$ cat src/rtl/uart_tx_scheduler.sv
// Round-robin scheduler sharing one UART transmitter between NUM_REQ byte producers.
// A pending requester is picked circularly after the last one served. Its byte is latched
// and handed to the transmitter with a one-cycle DATA_VALID pulse. The scheduler then
// follows TX_BUSY until the frame ends. If Busy never rises, a timeout aborts the frame.
//
// Ports:
//   CLK            system clock, rising edge
//   RST            asynchronous active-low reset
//   SCH_EN         allows new arbitration; an in-flight frame always completes
//   REQ            per-requester request level
//   REQ_DATA       requester i byte on [i*DATA_WIDTH +: DATA_WIDTH]
//   TX_BUSY        transmitter Busy flag
//   GNT            one-hot, one-cycle grant pulse
//   TX_P_DATA      latched byte to transmitter
//   TX_DATA_VALID  one-cycle handshake pulse to transmitter
//   ACTIVE_ID      index of requester being served
//   SCH_BUSY       high whenever a frame is in flight
//   TMO_ERR        one-cycle pulse when the Busy timeout aborts a frame
module uart_tx_scheduler #(
  parameter int unsigned NUM_REQ    = 4,
  parameter int unsigned ID_WIDTH   = 2,
  parameter int unsigned DATA_WIDTH = 8,
  parameter int unsigned TMO_CYCLES = 4
) (
  input  logic                          CLK,
  input  logic                          RST,
  input  logic                          SCH_EN,
  input  logic [NUM_REQ-1:0]            REQ,
  input  logic [NUM_REQ*DATA_WIDTH-1:0] REQ_DATA,
  input  logic                          TX_BUSY,
  output logic [NUM_REQ-1:0]            GNT,
  output logic [DATA_WIDTH-1:0]         TX_P_DATA,
  output logic                          TX_DATA_VALID,
  output logic [ID_WIDTH-1:0]           ACTIVE_ID,
  output logic                          SCH_BUSY,
  output logic                          TMO_ERR
);

  localparam int unsigned CntW = (TMO_CYCLES > 2) ? $clog2(TMO_CYCLES) : 1;

  typedef enum logic [1:0] {
    StIdle,
    StHandshake,
    StWaitBusy,
    StWaitDone
  } state_e;

  state_e                state_q;
  logic [ID_WIDTH-1:0]   ptr_q;
  logic [CntW-1:0]       cnt_q;

  logic [ID_WIDTH-1:0]   scan_idx;
  logic                  win_found;
  logic [ID_WIDTH-1:0]   win_id;
  logic [DATA_WIDTH-1:0] win_data;
  logic                  tmo_hit;

  // Circular search starting one past the last granted requester.
  always_comb begin
    scan_idx  = '0;
    win_found = 1'b0;
    win_id    = '0;
    for (int unsigned k = 1; k <= NUM_REQ; k++) begin
      scan_idx = ID_WIDTH'((32'(ptr_q) + k) % NUM_REQ);
      if (!win_found && REQ[scan_idx]) begin
        win_found = 1'b1;
        win_id    = scan_idx;
      end
    end
  end

  always_comb begin
    win_data = '0;
    for (int i = 0; i < int'(NUM_REQ); i++) begin
      if (ID_WIDTH'(i) == win_id) begin
        win_data = REQ_DATA[i*DATA_WIDTH +: DATA_WIDTH];
      end
    end
  end

  // Abort on the edge where the incremented count would reach TMO_CYCLES-1.
  assign tmo_hit = (32'(cnt_q) + 32'd1) >= (TMO_CYCLES - 32'd1);

  always_ff @(posedge CLK or negedge RST) begin
    if (!RST) begin
      state_q       <= StIdle;
      ptr_q         <= ID_WIDTH'(NUM_REQ - 1);
      cnt_q         <= '0;
      GNT           <= '0;
      TX_P_DATA     <= '0;
      TX_DATA_VALID <= 1'b0;
      ACTIVE_ID     <= '0;
      SCH_BUSY      <= 1'b0;
      TMO_ERR       <= 1'b0;
    end else begin
      // Pulse outputs default low every cycle.
      GNT           <= '0;
      TX_DATA_VALID <= 1'b0;
      TMO_ERR       <= 1'b0;
      unique case (state_q)
        StIdle: begin
          if (SCH_EN && win_found) begin
            TX_P_DATA     <= win_data;
            ACTIVE_ID     <= win_id;
            GNT           <= NUM_REQ'(1) << win_id;
            TX_DATA_VALID <= 1'b1;
            ptr_q         <= win_id;
            SCH_BUSY      <= 1'b1;
            state_q       <= StHandshake;
          end
        end
        StHandshake: begin
          cnt_q   <= '0;
          state_q <= StWaitBusy;
        end
        StWaitBusy: begin
          // A Busy rise takes priority over an expiring timeout.
          if (TX_BUSY) begin
            state_q <= StWaitDone;
          end else if (tmo_hit) begin
            TMO_ERR  <= 1'b1;
            SCH_BUSY <= 1'b0;
            state_q  <= StIdle;
          end else begin
            cnt_q <= cnt_q + CntW'(1);
          end
        end
        StWaitDone: begin
          if (!TX_BUSY) begin
            SCH_BUSY <= 1'b0;
            state_q  <= StIdle;
          end
        end
        default: begin
          SCH_BUSY <= 1'b0;
          state_q  <= StIdle;
        end
      endcase
    end
  end

endmodule

$ cat config.mk
export PLATFORM = sky130hd
export DESIGN_NAME = uart_tx_scheduler
export DESIGN_NICKNAME = d
export VERILOG_FILES = /design/src/rtl/uart_tx_scheduler.sv
export SDC_FILE = /design/constraint.sdc
export NUM_CORES = 1
export LEC_CHECK = 0
export BUFFER_PORTS_ARGS = -buffer_cell sky130_fd_sc_hd__buf_4
export CAP_MARGIN = 20
export CORE_AREA = 2 2 55 57
export CTS_BUF_LIST = sky130_fd_sc_hd__clkbuf_2 sky130_fd_sc_hd__clkbuf_4 sky130_fd_sc_hd__clkbuf_8
export CTS_CLUSTER_DIAMETER = 100
export DETAILED_ROUTE_END_ITERATION = 8
export DIE_AREA = 0 0 57 59
export PLACE_DENSITY = 0.87
export SYNTH_ARGS = -nofsm -noshare
export SYNTH_HDL_FRONTEND = slang
export SYNTH_SLANG_ARGS = --single-unit
$ cat constraint.sdc
create_clock -name CLK -period 2.1 [get_ports CLK]
set_input_delay 0.21 -clock CLK [delete_from_list [all_inputs] [get_ports CLK]]
set_output_delay 0.21 -clock CLK [all_outputs]
set_load 0.01 [all_outputs]
After elaboration in Yosys (flattened, before gate mapping)
Index checks and enable logic that the tools add are counted.

Input port bits: 40. Output and inout port bits: 17. Word-level logic and storage cells: 88. Register bits after elaboration: 23.

Add/subtract/negate cells: 6. Shift operators: 1. Equal/unequal tests: 12. Magnitude comparators: 5. Reduce and logical (&&, ||, !) cells: 15. Multiplexer cells: 40.

Operators with widths (count): 8-bit 2-to-1 mux (4); 2-bit 2-to-1 mux (10); 1-bit 2-to-1 mux (17); 2-bit by 3-bit less-than comparator with 1-bit output (second input constant) (4); 2-bit != test (second input constant) (5); 1-bit binary-select mux with 2-bit select (4); 4-bit 2-to-1 mux (2); 2-bit one-hot mux with 4 select lines (1); 2-bit by 1-bit adder with 2-bit output (second input constant) (3); 3-bit AND reduction (2); 5-bit AND reduction (1); 2-bit adder (second input constant) (2); 2-bit equality test (first input constant) (2); 2-bit equality test (second input constant) (2); 1-bit logical AND (4); 2-bit logical NOT (2); 2-bit one-hot mux with 2 select lines (1); 1-bit by 2-bit left shift with 4-bit output (first input constant) (1); 2-bit by 1-bit adder with 3-bit output (second input constant) (1); 3-bit by 2-bit greater-or-equal comparator with 1-bit output (second input constant) (1); 1-bit logical NOT (3); 3-bit != test (second input constant) (1); 1-bit one-hot mux with 3 select lines (1); 3-bit nonzero test (1); other kinds (4) (4).

Depth between registers and ports, before layout
Depth after elaboration: 18. Mapped depth: 8. Mapped depth without buffers: 6.

Worst setup path before layout
OpenSTA, ideal clock, no wires.

Path type: flip-flop to flip-flop. From: register ptr_q[1]. To: register TX_P_DATA[0]. Path buffers: 3. Library setup time: 0.138 ns. Period minus slack after synthesis: 1.690 ns. Slack: 0.410 ns. Stages on the path, launching flop included: 9. Data arrival time: 1.552 ns. Data required time: 1.962 ns. Cell sequence: dfstp_2 -> buf_6 -> nand2_1 -> a31oi_1 -> and3b_1 -> buf_6 -> buf_12 -> mux2i_1 -> o221ai_1.

Longest elaborated chain between the ends: 18. Elaborated cells between the ends (all ways): 36. Classes of those cells: add/sub: 4; eq/ne: 3; mux: 20; reduce/logical: 9.

RTL lines: start, declared (line 49) `logic [ID_WIDTH-1:0] ptr_q;`; start signal, assigned (line 87) `ptr_q <= ID_WIDTH'(NUM_REQ - 1);`; start signal, assigned (line 107) `ptr_q <= win_id;`; 2-bit by 1-bit adder with 2-bit output (line 64) `scan_idx = ID_WIDTH'((32'(ptr_q) + k) % NUM_REQ);`; 1-bit binary-select mux with 2-bit select (line 65) `if (!win_found && REQ[scan_idx]) begin`; 1-bit 2-to-1 mux (implied by the code) (line 65); 1-bit 2-to-1 mux (line 65); 1-bit logical NOT (line 65); 1-bit logical AND (line 65); 1-bit 2-to-1 mux (line 65); 1-bit logical NOT (line 65); 1-bit logical AND (line 65); 1-bit 2-to-1 mux (line 65); 1-bit logical NOT (line 65); 1-bit logical AND (line 65); 2-bit 2-to-1 mux (line 65); 2-bit logical NOT (line 75) `if (ID_WIDTH'(i) == win_id) begin`; 8-bit 2-to-1 mux (4 in series) (line 75); end signal, assigned (line 103) `TX_P_DATA <= win_data;`; end, declared (line 32) `output logic [DATA_WIDTH-1:0] TX_P_DATA,`.

Several ways; a longest one is shown, not always the timed one. The select of a mux whose other input is x is not followed. A chain may end at the register's enable or synchronous reset.

Worst setup path after layout
From: register ptr_q[1]. To: register TX_P_DATA[5].

Same word-level chain as after synthesis.

==> metrics.md <==
| Metric | Value |
|---|---|
| Initial antenna violation count | `0` |
| Critical path peak fanout | `10` |
| Post-synth ARST share | `100%` |
| Pre-antenna DRT Iters | `4` |
| Layout Cells excl Fill | `about 210` |
| Cells after Synth | `roughly 120` |
| Hold Path End | `TMO_ERR$_DFF_PN0_` |
| Cell area after synthesis | `between 1000 and 1500 µm²` |
| First-pass GRT wire length | `just over 5000 µm` |
| Switching pwr | `between 0.7 and 0.8 mW` |
| Via density per instance | `5.55` |
| Vias | `roughly 1.2k` |
| Final setup viols | `0` |
| GPL Wtd Cong | `roughly 0.90` |
| Clock share of power | `between 10% and 20%` |
| Max frequency | `approximately 530 MHz` |
| Hold Crit Class | `in -> reg` |
| Comb power frac | `between 40% and 50%` |
| Post-synthesis simple-gate area fraction | `15.7%` |
| Worst VDD drop | `0.000778 V` |
| Filler cell count | `around 230` |
| Dominant cells by area after synthesis | `dfrtp_1, mux2i_1, nand2_1, o221ai_1, dfstp_2` |
| Seq pwr share | `roughly two fifths` |
| List of most frequent post-synthesis cells | `nand2_1, dfrtp_1, mux2i_1, nor2_1, o221ai_1` |
| Synth Area in Compound Gates | `between 10 and 15%` |
| #FFs+latches synth | `23` |
| Clk pin slew, worst setup/hold paths | `0.12 ns` |
| Worst skew pair latency | `approximately 0.3 ns` |
| Hold_ws | `0.0875 ns` |
| Ratio of cells with drive above 1 in the final layout | `between 30% and 40%` |
| Worst endpoint required time | `about 2.3 ns` |
| Internal Power | `around 1.2 mW` |
| Post-route DRC | `0` |
| CTS Sinks | `23` |
| H-tree Lvls | `1` |
| Post-DR wirelength/cell | `14.2 µm` |
| CP peak stage delay | `approximately 0.64 ns` |
| Number of synthesized flops with an enable pin | `0` |
| Die width | `57 µm` |
| Max clock buf depth | `2` |
| Core Area | `2710 µm²` |
| Post-route minimum period | `about 1.9 ns` |
| Post-Syn Nets | `between 150 and 200` |
| PortBufs | `56` |
| Multiplexer share of the synthesized area | `between 10% and 20%` |
| CP Launch Type | `register` |
| Post-DRT Antenna Nets | `0` |
| RSZ-0062 raised after global routing | `no` |
| Mean Syn Cell Area | `between 10 and 15 µm²` |
| Vias in the first global route | `~1.2k` |
| R2r endpoint | `TX_P_DATA[5]$_DFFE_PN0P_` |
| WS Path Type | `reg -> reg` |
| GRT Util Overall | `just under 20%` |
| Power Dens Cells | `1100 nW/µm²` |
| Max_cap viols | `0` |
| Final hold vios | `0` |
| I/O pins | `57` |
| TritonCTS clock tree | `built` |
| Largest area contributor in the netlist | `dfrtp_1` |
| Final worst path period share | `approximately nine tenths` |
| Final WL | `2970 µm` |
| Post CTS Setup Buffer Count | `0` |
| RR Startpoint | `ptr_q[1]$_DFFE_PN1P_` |
| Clock skew | `approximately 0.0013 ns` |
| Seq. cell area | `about 580 µm²` |
| Die Ht | `around 59 µm` |
| Hold-fix buffers, CTS | `1` |
| Area of the multi-input gates | `around 600 µm²` |
| Area Overhead vs Synth | `35.5%` |
| CP arrival | `between 2 and 2.5 ns` |
| Clock root buffer | `clkbuf_4` |
| Leak Pwr | `0.901 nW` |
| Synth Area in XOR/XNOR | `0%` |
| Post-Synth Adder-Cell Area | `under 10%` |
| DP HPWL | `~2400 µm` |
| Worst-Margin Slew | `between 0.3 and 0.4 ns` |
| Die ar. | `between 3000 and 4000 µm²` |
| Slew margin rel. | `about 76%` |
| Largest family of logic cells by synthesized area | `simple AND/OR/NAND/NOR gates` |
| Setup TNS | `0 ns` |
| Grt ovf | `0` |
| Cts repair resizes | `0` |
| # rows | `19` |
| Switching portion of total power | `a little under two fifths` |
| Pins Over Slew Limit | `0` |
| Slowest-stage cell, CP | `dfstp_2` |
| Min-delay src | `TX_BUSY` |
| Nets | `between 200 and 250` |
| Worst R2R Path Depth | `5` |
| Outcome | `finished clean` |
| CTS Buf Count | `3` |
| Most common cell in the netlist | `nand2_1` |
| Synth cell types | `28` |
| Worst R2R Setup Slack | `0.23 ns` |
| Hold-critical path depth | `2` |
| Crit path cell chain | `nand2b_1, a21oi_1, o221ai_1, nand2b_1, o221ai_1` |
| Synth warnings | `0` |
| Number of DRC markers in iteration 0 | `30` |
| Post-synthesis sequential area ratio | `45.9%` |
| Ys flop type | `dfrtp_1` |
| Largest net degree at the start of global routing | `24` |
| Post-synth top area share | `41.7%` |
| Initial Util | `a little under half` |
| Ant. Diodes | `0` |
| Placed insts | `between 200 and 250` |
| CP Capture Type | `register` |
==> through the flow <==
stage	worst slack [ns]	power, mW	area, µm²	utilization, %
finish	0.229	1.87	1710	63.0
global route	0.0789	2.02	1710	63.0
CTS	0.248	1.90	1710	63.0
detailed placement	0.265	1.67	1670	61.5
global placement	0.375	1.63	1670	61.5
floorplan	0.410	1.37	1260	-
==> worst max-delay path by stage <==
stage / slack, ns / end / startpoint
CTS: 0.25 / TX_P_DATA[6]$_DFFE_PN0P_ / ptr_q[1]$_DFFE_PN1P_
floorplan: 0.41 / TX_P_DATA[0]$_DFFE_PN0P_ / ptr_q[1]$_DFFE_PN1P_
finish: 0.23 / TX_P_DATA[5]$_DFFE_PN0P_ / ptr_q[1]$_DFFE_PN1P_
global route: 0.08 / TX_P_DATA[2]$_DFFE_PN0P_ / ptr_q[1]$_DFFE_PN1P_
detailed placement: 0.27 / TX_P_DATA[6]$_DFFE_PN0P_ / ptr_q[1]$_DFFE_PN1P_
global placement: 0.37 / TX_P_DATA[5]$_DFFE_PN0P_ / ptr_q[1]$_DFFE_PN1P_
==> cell usage in the layout (no fill, tap or decap) <==
| cell type | n |
|---|---|
| dlygate4sd3_1 | 1 |
| o221ai_1 | 9 |
| nor3_1 | 4 |
| o22ai_1 | 2 |
| o21a_1 | 2 |
| nand2_1 | 22 |
| nand3_1 | 1 |
| o21ai_0 | 1 |
| or3_1 | 1 |
| a21boi_1 | 1 |
| o311ai_4 | 1 |
| a21oi_1 | 3 |
| and3b_1 | 1 |
| clkbuf_4 | 4 |
| buf_4 | 59 |
| a221oi_1 | 1 |
| inv_2 | 1 |
| dfstp_2 | 2 |
| or2_4 | 1 |
| nor2_1 | 11 |
| a31oi_1 | 1 |
| nand2b_1 | 3 |
| inv_1 | 2 |
| nor2b_1 | 1 |
| mux2i_1 | 19 |
| ha_1 | 2 |
| a21o_1 | 1 |
| dfrtp_1 | 21 |
==> final cells by class <==
type | count | area share (%)
sequential | 23 | 33.9
inverter | 3 | 0.660
timing repair buffer | 60 | 26.5
clock buffer | 4 | 1.76
multi-input combinational | 88 | 34.9
tap | 31 | 2.27
==> logic make-up (layout without fill, tap and decap cells) <==
| kind of cell | Yosys count | in the layout |
|---|---|---|
| flip-flops | 23 | 23 |
| buffers and inverters | 10 | 67 |
| adder cells (fa/ha/maj) | 2 | 2 |
| AND/OR/NAND/NOR | 45 | 45 |
| multiplexers | 19 | 19 |
| AO/OA/AOI/OAI | 22 | 22 |
==> layer usage <==
metal / track usage, % / up-vias / part of all wire, % / routed length (µm)
met5: 0 / - / 0 / 0
met1: 21.4 / 552 / 38 / 1130
li1: - / 546 / - / -
met2: 37.4 / 60 / 52 / 1550
met3: 4.80 / 2 / 9.0 / 266
met4: 6.31 / 0 / 0.64 / 19
==> worst max-delay path, delay by kind of cell, from the launching register on <==
| kind | cells | cell delay [ns] |
|---|---|---|
| flops | 1 | 0.64 |
| compound gates | 3 | 0.59 |
| simple gates | 2 | 0.52 |
==> sequential cells by signal, summed over array words and instances, names as in the netlist <==
register,count
ptr_q,2
TX_P_DATA,8
cnt_q,2
ACTIVE_ID,2
TX_DATA_VALID,1
TMO_ERR,1
SCH_BUSY,1
state_q,2
GNT,4
==> power groups by stage <==
stage               clock [mW]  sequential, mW  combinational, mW
floorplan                    0           0.761              0.607
global route             0.237           0.783              0.998
finish                   0.211           0.758              0.904
CTS                      0.224           0.757              0.914
global placement             0           0.757              0.872
detailed placement           0           0.762              0.910
Power figures use the tool's default switching activity.
